$ cat src/rtl/tag_alloc_ctrl.sv
// tag_alloc_ctrl
//   Destination-tag allocation controller sitting in front of a physical-tag
//   free list. Up to two decode slots request tags each cycle. Allocation is
//   all-or-nothing and fully combinational. Tags released at commit are
//   buffered in a small circular release queue and pushed back into the free
//   list one per cycle.
//
//   Optional feature (macro TAG_ALLOC_STALL_CNT_EN): adds a 32-bit saturating
//   counter of allocation-stall cycles on output stall_count.
//
// Ports
//   clk, reset                 clock, asynchronous active-high reset
//   alloc_req_0/1              decode slot 0/1 wants a destination tag
//   alloc_grant                every requested tag is supplied this cycle
//   alloc_tag_0/1              granted tags (valid while alloc_grant=1)
//   alloc_stall                a request is present but not granted
//   free_valid_0/1, free_tag_0/1  commit releases (slot 0 queued first)
//   free_ready                 release queue has room for two tags
//   flush                      pipeline flush, blocks allocation
//   fl_read_tag_dest_0/1       free-list head and head+1
//   fl_num_items               free-list occupancy
//   fl_read_1_tag/2_tags       pop one / two tags from the free list
//   fl_write_tag, fl_write_tag_source  push one tag into the free list
//   ctrl_state                 FSM state: 0 INIT, 1 RUN, 2 FLUSH
//   stall_count                (TAG_ALLOC_STALL_CNT_EN only) stall cycles
//
// Handshake: a release is accepted in a cycle where free_valid_x=1 and
// free_ready=1. free_ready depends only on registered occupancy, so a source
// may sample it before deciding to release. A release offered while
// free_ready=0 is discarded.
module tag_alloc_ctrl #(
  parameter int WIDTH       = 128,
  parameter int RQ_DEPTH    = 4,
  parameter int INIT_CYCLES = 2,
  localparam int TW         = $clog2(WIDTH) + 1
) (
  input  logic          clk,
  input  logic          reset,
  input  logic          alloc_req_0,
  input  logic          alloc_req_1,
  output logic          alloc_grant,
  output logic [TW-1:0] alloc_tag_0,
  output logic [TW-1:0] alloc_tag_1,
  output logic          alloc_stall,
  input  logic          free_valid_0,
  input  logic          free_valid_1,
  input  logic [TW-1:0] free_tag_0,
  input  logic [TW-1:0] free_tag_1,
  output logic          free_ready,
  input  logic          flush,
  input  logic [TW-1:0] fl_read_tag_dest_0,
  input  logic [TW-1:0] fl_read_tag_dest_1,
  input  logic [TW-1:0] fl_num_items,
  output logic          fl_read_1_tag,
  output logic          fl_read_2_tags,
  output logic          fl_write_tag,
  output logic [TW-1:0] fl_write_tag_source,
  output logic [1:0]    ctrl_state
`ifdef TAG_ALLOC_STALL_CNT_EN
  ,
  output logic [31:0]   stall_count
`endif
);

  localparam int PW        = $clog2(RQ_DEPTH);
  localparam int CW        = PW + 1;
  localparam int IW        = $clog2(INIT_CYCLES + 1) + 1;
  localparam int INIT_LAST = (INIT_CYCLES > 0) ? INIT_CYCLES - 1 : 0;

  typedef enum logic [1:0] {
    ST_INIT  = 2'd0,
    ST_RUN   = 2'd1,
    ST_FLUSH = 2'd2
  } state_t;

  state_t          state_q, state_d;
  logic [IW-1:0]   init_cnt_q, init_cnt_d;
  logic            flush_pend_q, flush_pend_d;
  logic            init_done;

  logic [TW-1:0]   rq_mem [RQ_DEPTH];
  logic [PW-1:0]   rd_ptr_q, wr_ptr_q, wr_ptr_inc;
  logic [CW-1:0]   count_q;
  logic            rq_empty;
  logic            deq;
  logic            enq_0, enq_1;
  logic [1:0]      n_enq;
  logic [1:0]      n_req;

  // ---------------------------------------------------------------- FSM
  assign init_done = (init_cnt_q == IW'(INIT_LAST));

  always_ff @(posedge clk or posedge reset) begin
    if (reset) begin
      state_q      <= ST_INIT;
      init_cnt_q   <= '0;
      flush_pend_q <= 1'b0;
    end else begin
      state_q      <= state_d;
      init_cnt_q   <= init_cnt_d;
      flush_pend_q <= flush_pend_d;
    end
  end

  // A flush seen during INIT is remembered so INIT always completes first and
  // then the controller enters FLUSH even if flush has since dropped.
  always_comb begin
    state_d      = state_q;
    init_cnt_d   = init_cnt_q;
    flush_pend_d = flush_pend_q;
    case (state_q)
      ST_INIT: begin
        if (init_done) begin
          state_d      = (flush || flush_pend_q) ? ST_FLUSH : ST_RUN;
          flush_pend_d = 1'b0;
        end else begin
          init_cnt_d = init_cnt_q + IW'(1);
          if (flush) flush_pend_d = 1'b1;
        end
      end
      ST_RUN: begin
        if (flush) state_d = ST_FLUSH;
      end
      ST_FLUSH: begin
        if (!flush && rq_empty) state_d = ST_RUN;
      end
      default: state_d = ST_INIT;
    endcase
  end

  assign ctrl_state = state_q;

  // --------------------------------------------------------- allocation
  assign n_req       = {1'b0, alloc_req_0} + {1'b0, alloc_req_1};
  assign alloc_grant = (state_q == ST_RUN) && (n_req != 2'd0) &&
                       (fl_num_items >= TW'(n_req)) && !flush;
  assign alloc_stall = (n_req != 2'd0) && !alloc_grant;

  // A single requester always takes the free-list head, whichever slot it is.
  always_comb begin
    alloc_tag_0    = '0;
    alloc_tag_1    = '0;
    fl_read_1_tag  = 1'b0;
    fl_read_2_tags = 1'b0;
    if (alloc_grant) begin
      if (n_req == 2'd2) begin
        alloc_tag_0    = fl_read_tag_dest_0;
        alloc_tag_1    = fl_read_tag_dest_1;
        fl_read_2_tags = 1'b1;
      end else begin
        fl_read_1_tag = 1'b1;
        if (alloc_req_0) alloc_tag_0 = fl_read_tag_dest_0;
        else             alloc_tag_1 = fl_read_tag_dest_0;
      end
    end
  end

  // ------------------------------------------------------ release queue
  assign rq_empty   = (count_q == '0);
  assign free_ready = (count_q <= CW'(RQ_DEPTH - 2));
  assign enq_0      = free_ready && free_valid_0;
  assign enq_1      = free_ready && free_valid_1;
  assign n_enq      = {1'b0, enq_0} + {1'b0, enq_1};
  assign wr_ptr_inc = wr_ptr_q + PW'(1);

  // Draining is held off only in INIT; the head leaves the queue in the same
  // cycle it is presented to the free list.
  assign deq                 = !rq_empty && (state_q != ST_INIT);
  assign fl_write_tag        = deq;
  assign fl_write_tag_source = rq_mem[rd_ptr_q];

  always_ff @(posedge clk) begin
    if (enq_0) rq_mem[wr_ptr_q] <= free_tag_0;
    if (enq_1) rq_mem[enq_0 ? wr_ptr_inc : wr_ptr_q] <= free_tag_1;
  end

  always_ff @(posedge clk or posedge reset) begin
    if (reset) begin
      rd_ptr_q <= '0;
      wr_ptr_q <= '0;
      count_q  <= '0;
    end else begin
      wr_ptr_q <= wr_ptr_q + PW'(n_enq);
      if (deq) rd_ptr_q <= rd_ptr_q + PW'(1);
      count_q  <= count_q + CW'(n_enq) - CW'(deq);
    end
  end

  release_drop_chk: assert property (@(posedge clk) disable iff (reset)
    !((free_valid_0 || free_valid_1) && !free_ready))
    else $warning("tag_alloc_ctrl: release offered while free_ready=0, dropped");

  // ------------------------------------------------ optional stall counter
`ifdef TAG_ALLOC_STALL_CNT_EN
  always_ff @(posedge clk or posedge reset) begin
    if (reset) begin
      stall_count <= '0;
    end else if (alloc_stall && (stall_count != 32'hFFFF_FFFF)) begin
      stall_count <= stall_count + 32'd1;
    end
  end
`endif

endmodule

$ cat config.mk
export PLATFORM = sky130hd
export DESIGN_NAME = tag_alloc_ctrl
export DESIGN_NICKNAME = d
export VERILOG_FILES = /design/src/rtl/tag_alloc_ctrl.sv
export SDC_FILE = /design/constraint.sdc
export NUM_CORES = 1
export LEC_CHECK = 0
export ABC_CLOCK_PERIOD_IN_PS = 2900
export CORE_MARGIN = 4
export CORE_UTILIZATION = 45
export CTS_BUF_LIST = sky130_fd_sc_hd__clkbuf_8
export DETAILED_ROUTE_END_ITERATION = 7
export PLACE_DENSITY = 0.78
export SETUP_SLACK_MARGIN = 0.02
export SLEW_MARGIN = 20
export SYNTH_ARGS = -nofsm -noshare
export SYNTH_HDL_FRONTEND = slang
export SYNTH_SLANG_ARGS = --single-unit
$ cat constraint.sdc
create_clock -name clk -period 2.9 [get_ports clk]
set_input_delay 0.58 -clock clk [delete_from_list [all_inputs] [get_ports clk]]
set_output_delay 0.58 -clock clk [all_outputs]
set_load 0.02 [all_outputs]
## Word-level counts from Yosys, hierarchy flattened

Memories as Yosys holds them, arrays and structs flattened.
Index checks and enable logic that the tools add are counted.

| operators by class | value |
|---|---|
| $add $sub $neg | 8 |
| order comparisons | 2 |
| equal/unequal tests | 7 |
| multiplexer cells | 22 |
| bitwise logic cells | 1 |
| reductions and logical operators | 20 |

Operators with widths:

| kind | count |
|---|---|
| 8-bit 2-to-1 mux | 6 |
| 1-bit 2-to-1 mux | 10 |
| 2-bit 2-to-1 mux | 5 |
| 8-bit by 2-bit >= comparator with 1-bit output | 1 |
| 1-bit logical AND | 8 |
| 2-bit != test (second input constant) | 3 |
| 2-bit one-hot mux with 3 select lines | 1 |
| 2-bit nonzero test | 3 |
| 1-bit by 1-bit adder with 2-bit output | 2 |
| 2-bit by 1-bit adder with 2-bit output (second input constant) | 2 |
| 2-bit == test (second input constant) | 2 |
| 2-bit AND reduction | 2 |
| 3-bit by 1-bit adder with 3-bit output (second input constant) | 1 |
| 3-bit by 2-bit adder with 3-bit output | 1 |
| 3-bit by 1-bit == test with 1-bit output (second input constant) | 1 |
| 3-bit by 2-bit <= comparator with 1-bit output (second input constant) | 1 |
| 1-bit logical NOT | 3 |
| 3-bit logical NOT | 1 |
| 3-bit AND reduction | 1 |
| 3-bit by 1-bit subtractor with 3-bit output | 1 |
| 2-bit adder | 1 |
| 2-bit by 1-bit == test with 1-bit output (second input constant) | 1 |
| 2-bit logical NOT | 1 |
| 1-bit logical OR | 1 |
| 1-bit NOT | 1 |

| word-level totals | value |
|---|---|
| register bits after elaboration | 13 |
| RAM bits | 32 |
| input bits | 47 |
| output and inout port bits | 32 |
| word-level logic and storage cells | 67 |
| memories | 1 |

Memory list:

| memory | depth | width | rd ports | clocked after memory_dff | write ports | line | source |
|---|---|---|---|---|---|---|---|
| rq_mem | 4 | 8 | 1 | 0 | 2 | 81 | `logic [TW-1:0] rq_mem [RQ_DEPTH];` |

## Depth between registers and ports, before layout

Gate-level depths: netlist of the first run.

| logic depth | value |
|---|---|
| word-level depth | 7 |
| mapped depth | 11 |
| depth with buffers taken out | 10 |

## Worst setup path after synthesis of the first run

OpenSTA, ideal clock, no wires.

| path | value |
|---|---|
| path kind | in2out |
| from | input port alloc_req_0 |
| to | output port alloc_tag_0[7] |
| data arrival time | 2.043 ns |
| slack | 0.277 ns |
| stages on the path | 7 |
| path buffers | 0 |
| cells stage by stage | inv_1 > ha_1 > ha_1 > nor2b_1 > o211ai_1 > nand2_1 > nor3b_1 |

| on the way | value |
|---|---|
| cells in the longest elaborated chain, start to end | 6 |
| elaborated cells on any way between the ends | 10 |
| those cells by class | 1 x add/sub; 1 x order compare; 1 x eq/ne; 3 x mux; 4 x reduce/logical |

Ends and longest elaborated chain:

| what | line | source |
|---|---|---|
| start, declared | 39 | `input logic alloc_req_0,` |
| parallel branches: the longest is 5 deep, another holds 8-bit by 2-bit >= comparator with 1-bit output | - |  |
| 8-bit 2-to-1 mux (*) | 145 | `if (alloc_grant) begin` |
| end, declared | 42 | `output logic [TW-1:0] alloc_tag_0,` |

Mark *: on every way between the ends.

## Worst setup path in the final report of the first run

| path | value |
|---|---|
| from | input port alloc_req_0 |
| to | output port alloc_tag_0[0] |

Same word-level chain as after synthesis.

==> impl_metrics.tcl, run 1 <==
set metrics [dict create \
    fin_util 0.664 \
    final_common_cell "clkdlybuf4s50_1" \
    placed_cell_area_sq_um 3650 \
    leakage_nw 1.55 \
    cts_hold_buf 0 \
    crit_required_ns 2.32 \
    cts_buffers 5 \
    dpl.hpwl_microns 4630 \
    htreeDepth 2 \
    reg2reg_from "count_q[0]" \
    hold_path.startpoint "init_cnt_q[0]" \
    antenna_cells 0 \
    synth-xor-area-share 0.0260 \
    synth.area.top_cells "edfxtp_1, mux2_2, dfrtp_1" \
    coreArea_sq_um 5640 \
    grt_start_max_net_pins 15 \
    drt_iter0_drc 73 \
    synthesis.nets 278 \
    vias 1993 \
    drt_first_pass_iters 4 \
    grt-ovfl-total 0 \
    r2r_setup_slack_ns 0.47 \
    ys_async_sr_fraction 0.289 \
    dp_slack_ns -0.691 \
    internal_power_w 0.00201 \
    critPathBufInv 4 \
    grt_pass1_vias 2020 \
    outcome "finished, final reports clean" \
    finalWirelength_microns 6250 \
    ys.warnings.count 0 \
    critPathArrivalTime_ns 2.19 \
    wire_per_inst_microns 16.4 \
    worst_path_largest_cell_delay_ns 0.32 \
    fin_crit_sh 0.956 \
    synth_simple_gate_area_share 0.117 \
    syn-mean-instance-area_sq_um 12.5 \
    swShare 0.366 \
    clk_path_buf_depth 2 \
    clkPwrFrac 0.148 \
    port_buffers 78 \
    yosys.area_share.adder 0.0771 \
    end_kind "primary output" \
    synth-seq-cells 45 \
    path_cells "clkbuf_2 -> inv_1 -> ha_1 -> ha_4 -> nor2b_1 -> o211ai_1 -> nor2b_1 -> buf_4 -> and3_4 -> buf_6" \
    area_growth_pct 39.1 \
    synth_compound_area_frac 0.0636 \
    final_hold_viol_count 0 \
    synth_area_sq_um 2700 \
    hold_depth 1 \
    p_sw_w 0.00116 \
    layout_common_cells "clkdlybuf4s50_1, mux2_2, edfxtp_1" \
    gp_congestion 0.899 \
    finalSetupViolations 0 \
    cts_tree "built" \
    track_usage 0.173 \
    final_nets 371 \
    synth.distinct_cells 37 \
    critPathSlowestCell "ha_1" \
    antenna_found_initial 0 \
    clock.fmax_ghz 0.361 \
    clock_latency_ns 0.30 \
    yosysSeqAreaShare 0.477 \
    slew_viol_final 0 \
    peakVddDrop_uv 484 \
    synth_top_family_by_area "multiplexers" \
    clkTransAtPathRegs_ns 0.08 \
    path_max_fanout 8 \
    critPathKind "in2out" \
    yosys.area.top_type "edfxtp_1" \
    power_frac_comb 0.512 \
    synth_edf_count 32 \
    finalInstanceArea_sq_um 3750 \
    ant_nets 0 \
    cap_violations 0 \
    die_area_sq_um 7290 \
    cp.depth 10 \
    start_util 0.478 \
    drive_above_1_share 0.330 \
    hold_end "init_cnt_q[0]" \
    ios 79 \
    maxSlewHeadroom 0.660 \
    syn_inst 215 \
    r2r-end "count_q[2]" \
    die_width_microns 85.4 \
    powerDensity_nw_per_um2 845 \
    synthFlopType "edfxtp_1" \
    synth_mux_area_frac 0.204 \
    hold_class "reg2reg" \
    yosysTopAreaCellShare 0.357 \
    worst_slack_ns 0.128 \
    crit_top_cell "nor2b_1" \
    cts_sinks 45 \
    dieHeight_microns 85.4 \
    drc 0 \
    r2r_cells 10 \
    start_kind "input pin" \
    worst_pin_slew_ns 0.509 \
    cts.root.buffer_cell "clkbuf_8" \
    critPathTopFamily "adder cells" \
    p_seq_frac 0.341 \
    rsz0062_at_grt "no" \
    grt_pass1_wl_microns 9900 \
    via_per_inst 5.23 \
    fin_crit_ns 2.77 \
    fp-row-count 27 \
    clock_skew_ns 0.00621 \
]
==> synth_stat cells, types with 3 or more instances <==
master	n
edfxtp_1	32
nor2_1	18
inv_1	20
a21oi_1	10
nand2_1	8
clkbuf_1	3
dfrtp_1	13
mux2_2	32
ha_1	15
and3_1	14
xnor2_1	5
xor2_1	3
mux4_2	8
nor3_1	3
==> power by group through the flow <==
stage | Sequential [W] | Combinational [W] | Clock [W]
floorplan | 0.00105 | 0.00107 | 0
global placement | 0.00108 | 0.00158 | 0
detailed placement | 0.00110 | 0.00164 | 0
CTS | 0.00108 | 0.00163 | 0.000477
global route | 0.00110 | 0.00179 | 0.000503
finish | 0.00108 | 0.00162 | 0.000467
==> how the worst max path moves through the flow <==
stage / startpoint / endpoint / slack, ns
global route: alloc_req_0 / alloc_tag_0[4] / 0.006
detailed placement: alloc_req_0 / alloc_stall / -0.69
CTS: alloc_req_0 / alloc_tag_0[1] / 0.03
global placement: alloc_req_0 / alloc_tag_1[3] / -0.67
finish: alloc_req_0 / alloc_tag_0[0] / 0.13
floorplan: alloc_req_0 / alloc_tag_0[7] / 0.28
==> flip-flops by register name, summed over array words and instances (netlist names) <==
signal / flops
rq_mem: 32
count_q: 3
init_cnt_q: 3
ctrl_state: 2
rd_ptr_q: 2
wr_ptr_q: 2
flush_pend_q: 1
==> metal layers <==
metal	wire length, microns	vias up	global-route usage
li1	-	976	-
met1	2740	934	0.222
met2	3010	75	0.290
met3	405	8	0.0398
met4	92	0	0.0518
met5	0	-	0
==> cell families (layout without fill, tap and decap cells) <==
kind of cell	Yosys count	after routing
AND/OR/NAND/NOR	57	57
flip-flops	45	45
multiplexers	41	41
buffers and inverters	25	119
AO/OA/AOI/OAI	23	23
adder cells (fa/ha/maj)	16	16
XOR/XNOR	8	8
==> final cells by class <==
| class | instances | area, sq um |
|---|---|---|
| fillers | 420 | 1890 |
| multi-input cells | 145 | 1360 |
| flip-flops and latches | 45 | 1290 |
| repair buffers | 91 | 826 |
| well taps | 72 | 90.1 |
| inverters | 20 | 75.1 |
| clock buffers | 5 | 68.8 |
| clock inverters | 3 | 42.5 |
==> metrics by stage <==
step	hold WS (ns)	setup TNS (ns)	total power (W)	instances
3_5_place_dp	0.498	-13.09	0.00274	372
5_1_grt	0.547	0	0.00339	381
2_1_floorplan	0.457	0	0.00212	215
6_report	0.510	0	0.00317	381
4_1_cts	0.513	0	0.00319	380
3_3_place_gp	0.498	-12.51	0.00267	372
==> timing repair <==
action / CTS / global route
buffers inserted: 0 / 0
pin swaps: 3 / 5
resized for setup: 92 / 19
setup endpoints to repair: 20 / 20
cloned: 0 / 1
Note: power is estimated with default switching activity, not from simulation.
==> inputs of run 2 (changes only) <==
--- a/config.mk
+++ b/config.mk
@@ -5,12 +5,13 @@
 export SDC_FILE = /design/constraint.sdc
 export NUM_CORES = 1
 export LEC_CHECK = 0
+export ABC_AREA = 1
 export ABC_CLOCK_PERIOD_IN_PS = 2900
 export CORE_MARGIN = 4
 export CORE_UTILIZATION = 45
 export CTS_BUF_LIST = sky130_fd_sc_hd__clkbuf_8
 export DETAILED_ROUTE_END_ITERATION = 7
-export PLACE_DENSITY = 0.78
+export PLACE_DENSITY = 0.76
 export SETUP_SLACK_MARGIN = 0.02
 export SLEW_MARGIN = 20
 export SYNTH_ARGS = -nofsm -noshare
==> impl_metrics.tcl, run 2 <==
set metrics [dict create \
    placed_cell_area_sq_um 3810 \
    finalWirelength_microns 7390 \
    dieHeight_microns 88.6 \
    final_nets 491 \
    cts_buffers 5 \
    yosysMostFrequentCell "nand2_1" \
    dpl.hpwl_microns 5400 \
    path_cells "dlygate4sd2_1 -> ha_1 -> inv_1 -> ha_1 -> nor2_1 -> and2_1 -> nand3_2 -> nand3b_4 -> buf_12 -> buf_16 -> nor2_1 -> buf_2" \
    worst_pin_slew_ns 0.502 \
    finalInstanceArea_sq_um 3980 \
    vias 2747 \
    grt_start_max_net_pins 21 \
    n_fill_cell 518 \
    dpl.cell_count 494 \
    track_usage 0.201 \
    final_common_cell "nand2_1" \
    drt_iter0_drc 193 \
    clock_skew_ns 0.00671 \
    peakVddDrop_uv 580 \
    outcome "finished, final reports clean" \
    synth.distinct_cells 31 \
    area_growth_pct 36.1 \
    powerDensity_nw_per_um2 883 \
    ys.warnings.count 0 \
    start_util 0.463 \
    fin_cells 506 \
    drt_first_pass_iters 5 \
    drc 0 \
    yosys.area.top_type "edfxtp_1" \
    end_kind "primary output" \
    r2r-end "rq_mem[2][0]" \
    synth_area_sq_um 2920 \
    cts_sinks 45 \
    antenna_found_initial 0 \
    multi_input_area_sq_um 1490 \
    antenna_cells 0 \
    die_width_microns 88.6 \
    fin_crit_sh 0.957 \
    critPathKind "in2out" \
    critPathBufInv 5 \
    hold_depth 2 \
    critPathArrivalTime_ns 2.19 \
    hold_class "reg2reg" \
    critPathTopFamily "buffers and inverters" \
    synthesis.nets 403 \
    syn_inst 340 \
    port_buffers 78 \
    dp_slack_ns -0.590 \
    clock.fmax_ghz 0.360 \
    clk_path_buf_depth 2 \
    ios 79 \
    cts_tree "built" \
    ys_top_cells_by_count "nand2_1, nor2_1, edfxtp_1" \
    top_register "rq_mem" \
    reg_top3 "rq_mem (32), count_q (3), init_cnt_q (3)" \
    grt-ovfl-total 0 \
    fp-row-count 29 \
    largest_reg_flops 32 \
    use_met3 0.0354 \
    cts.root.buffer_cell "clkbuf_8" \
    path_max_fanout 5 \
    gp_congestion 0.833 \
    synth.area.top_cells "edfxtp_1, nand2_1, dfrtp_1" \
    syn-mean-instance-area_sq_um 8.59 \
    leakage_nw 1.78 \
    top_usage_layer "met2" \
    clkTransAtPathRegs_ns 0.08 \
    grt_pass1_vias 2693 \
    finalSetupViolations 0 \
    r2r_setup_slack_ns 0.65 \
    cts_hold_buf 0 \
    synth-seq-cells 45 \
    maxSlewHeadroom 0.665 \
    die_area_sq_um 7850 \
    slew_viol_final 0 \
    clock_latency_ns 0.30 \
    yosysTopAreaCellShare 0.329 \
    reg2reg_from "wr_ptr_q[1]" \
    crit_required_ns 2.32 \
    ys_async_sr_fraction 0.289 \
    synthFlopType "edfxtp_1" \
    grtUsageMet1 0.237 \
    start_kind "input pin" \
    fin_util 0.630 \
    fin_crit_ns 2.77 \
    grtUsageMet2 0.360 \
    critPathSlowestCell "dlygate4sd2_1" \
    layout_common_cells "nand2_1, clkdlybuf4s50_1, nor2_1" \
    grt_pass1_wl_microns 12300 \
    cap_violations 0 \
    rsz0062_at_grt "no" \
    wire_per_inst_microns 14.6 \
    ant_nets 0 \
    hold_path.startpoint "init_cnt_q[1]" \
    coreArea_sq_um 6310 \
    drive_above_1_share 0.152 \
    final_hold_viol_count 0 \
    seq_area_sq_um 1290 \
    hold_end "init_cnt_q[1]" \
    worst_slack_ns 0.125 \
    yosysSeqAreaShare 0.440 \
    via_per_inst 5.43 \
    htreeDepth 2 \
    synth_edf_count 32 \
    r2r_cells 6 \
    worst_path_largest_cell_delay_ns 0.24 \
]
run 2: how the worst max path moves through the flow:
stage	startpoint	endpoint	slack [ns]	cells past startpoint
after floorplan	alloc_req_0	alloc_tag_0[0]	0.05	9
after global placement	alloc_req_0	alloc_tag_0[0]	-0.52	10
after detailed placement	alloc_req_0	alloc_tag_0[1]	-0.59	10
after CTS	alloc_req_0	alloc_tag_0[7]	0.05	11
after global routing	alloc_req_1	alloc_tag_0[5]	0.03	12
final	alloc_req_1	alloc_tag_0[3]	0.13	12
run 2: metal layers:
layer,part of all wire,vias up
li1,-,1331
met1,0.39,1269
met2,0.50,131
met3,0.084,16
met4,0.025,0
met5,0,-
run 2: timing repair:
item | 4_1_cts | 5_1_grt
setup endpoints to repair | 20 | 19
gates resized for setup | 89 | 9
gates cloned | 2 | 0
pin swaps | 5 | 3
setup buffers | 2 | 0
run 2: cell type report:
class,count,share of cell area
clock buffers,5,0.0173
repair buffers,94,0.225
clock inverters,3,0.0104
well taps,77,0.0242
inverters,27,0.0255
multi-input cells,255,0.374
flip-flops and latches,45,0.324
run 2: worst min-delay path, stage by stage, from the launching register on:
cell and delay, ns:
dfrtp_1 0.38, nand2_1 0.06, o21ai_0 0.06
run 2: through the flow:
step / power [W] / TNS (ns) / hold slack [ns]
2_1_floorplan: 0.00239 / 0 / 0.457
3_3_place_gp: 0.00296 / -10.12 / 0.501
6_report: 0.00351 / 0 / 0.527
4_1_cts: 0.00351 / 0 / 0.530
5_1_grt: 0.00379 / 0 / 0.559
3_5_place_dp: 0.00302 / -11.24 / 0.510
run 2: logic make-up after synthesis:
group	share of synthesized area
AO/OA/AOI/OAI	0.0878
XOR/XNOR	0.0210
adder cells (fa/ha/maj)	0.0711
buffers and inverters	0.0660
flip-flops	0.440
AND/OR/NAND/NOR	0.314
run 2: report_power, final:
part           internal, W  leakage (nW)  switching [W]
logic             0.000760          1.28        0.00124
clock network     0.000253        0.0518       0.000208
registers         0.000922         0.448       0.000124
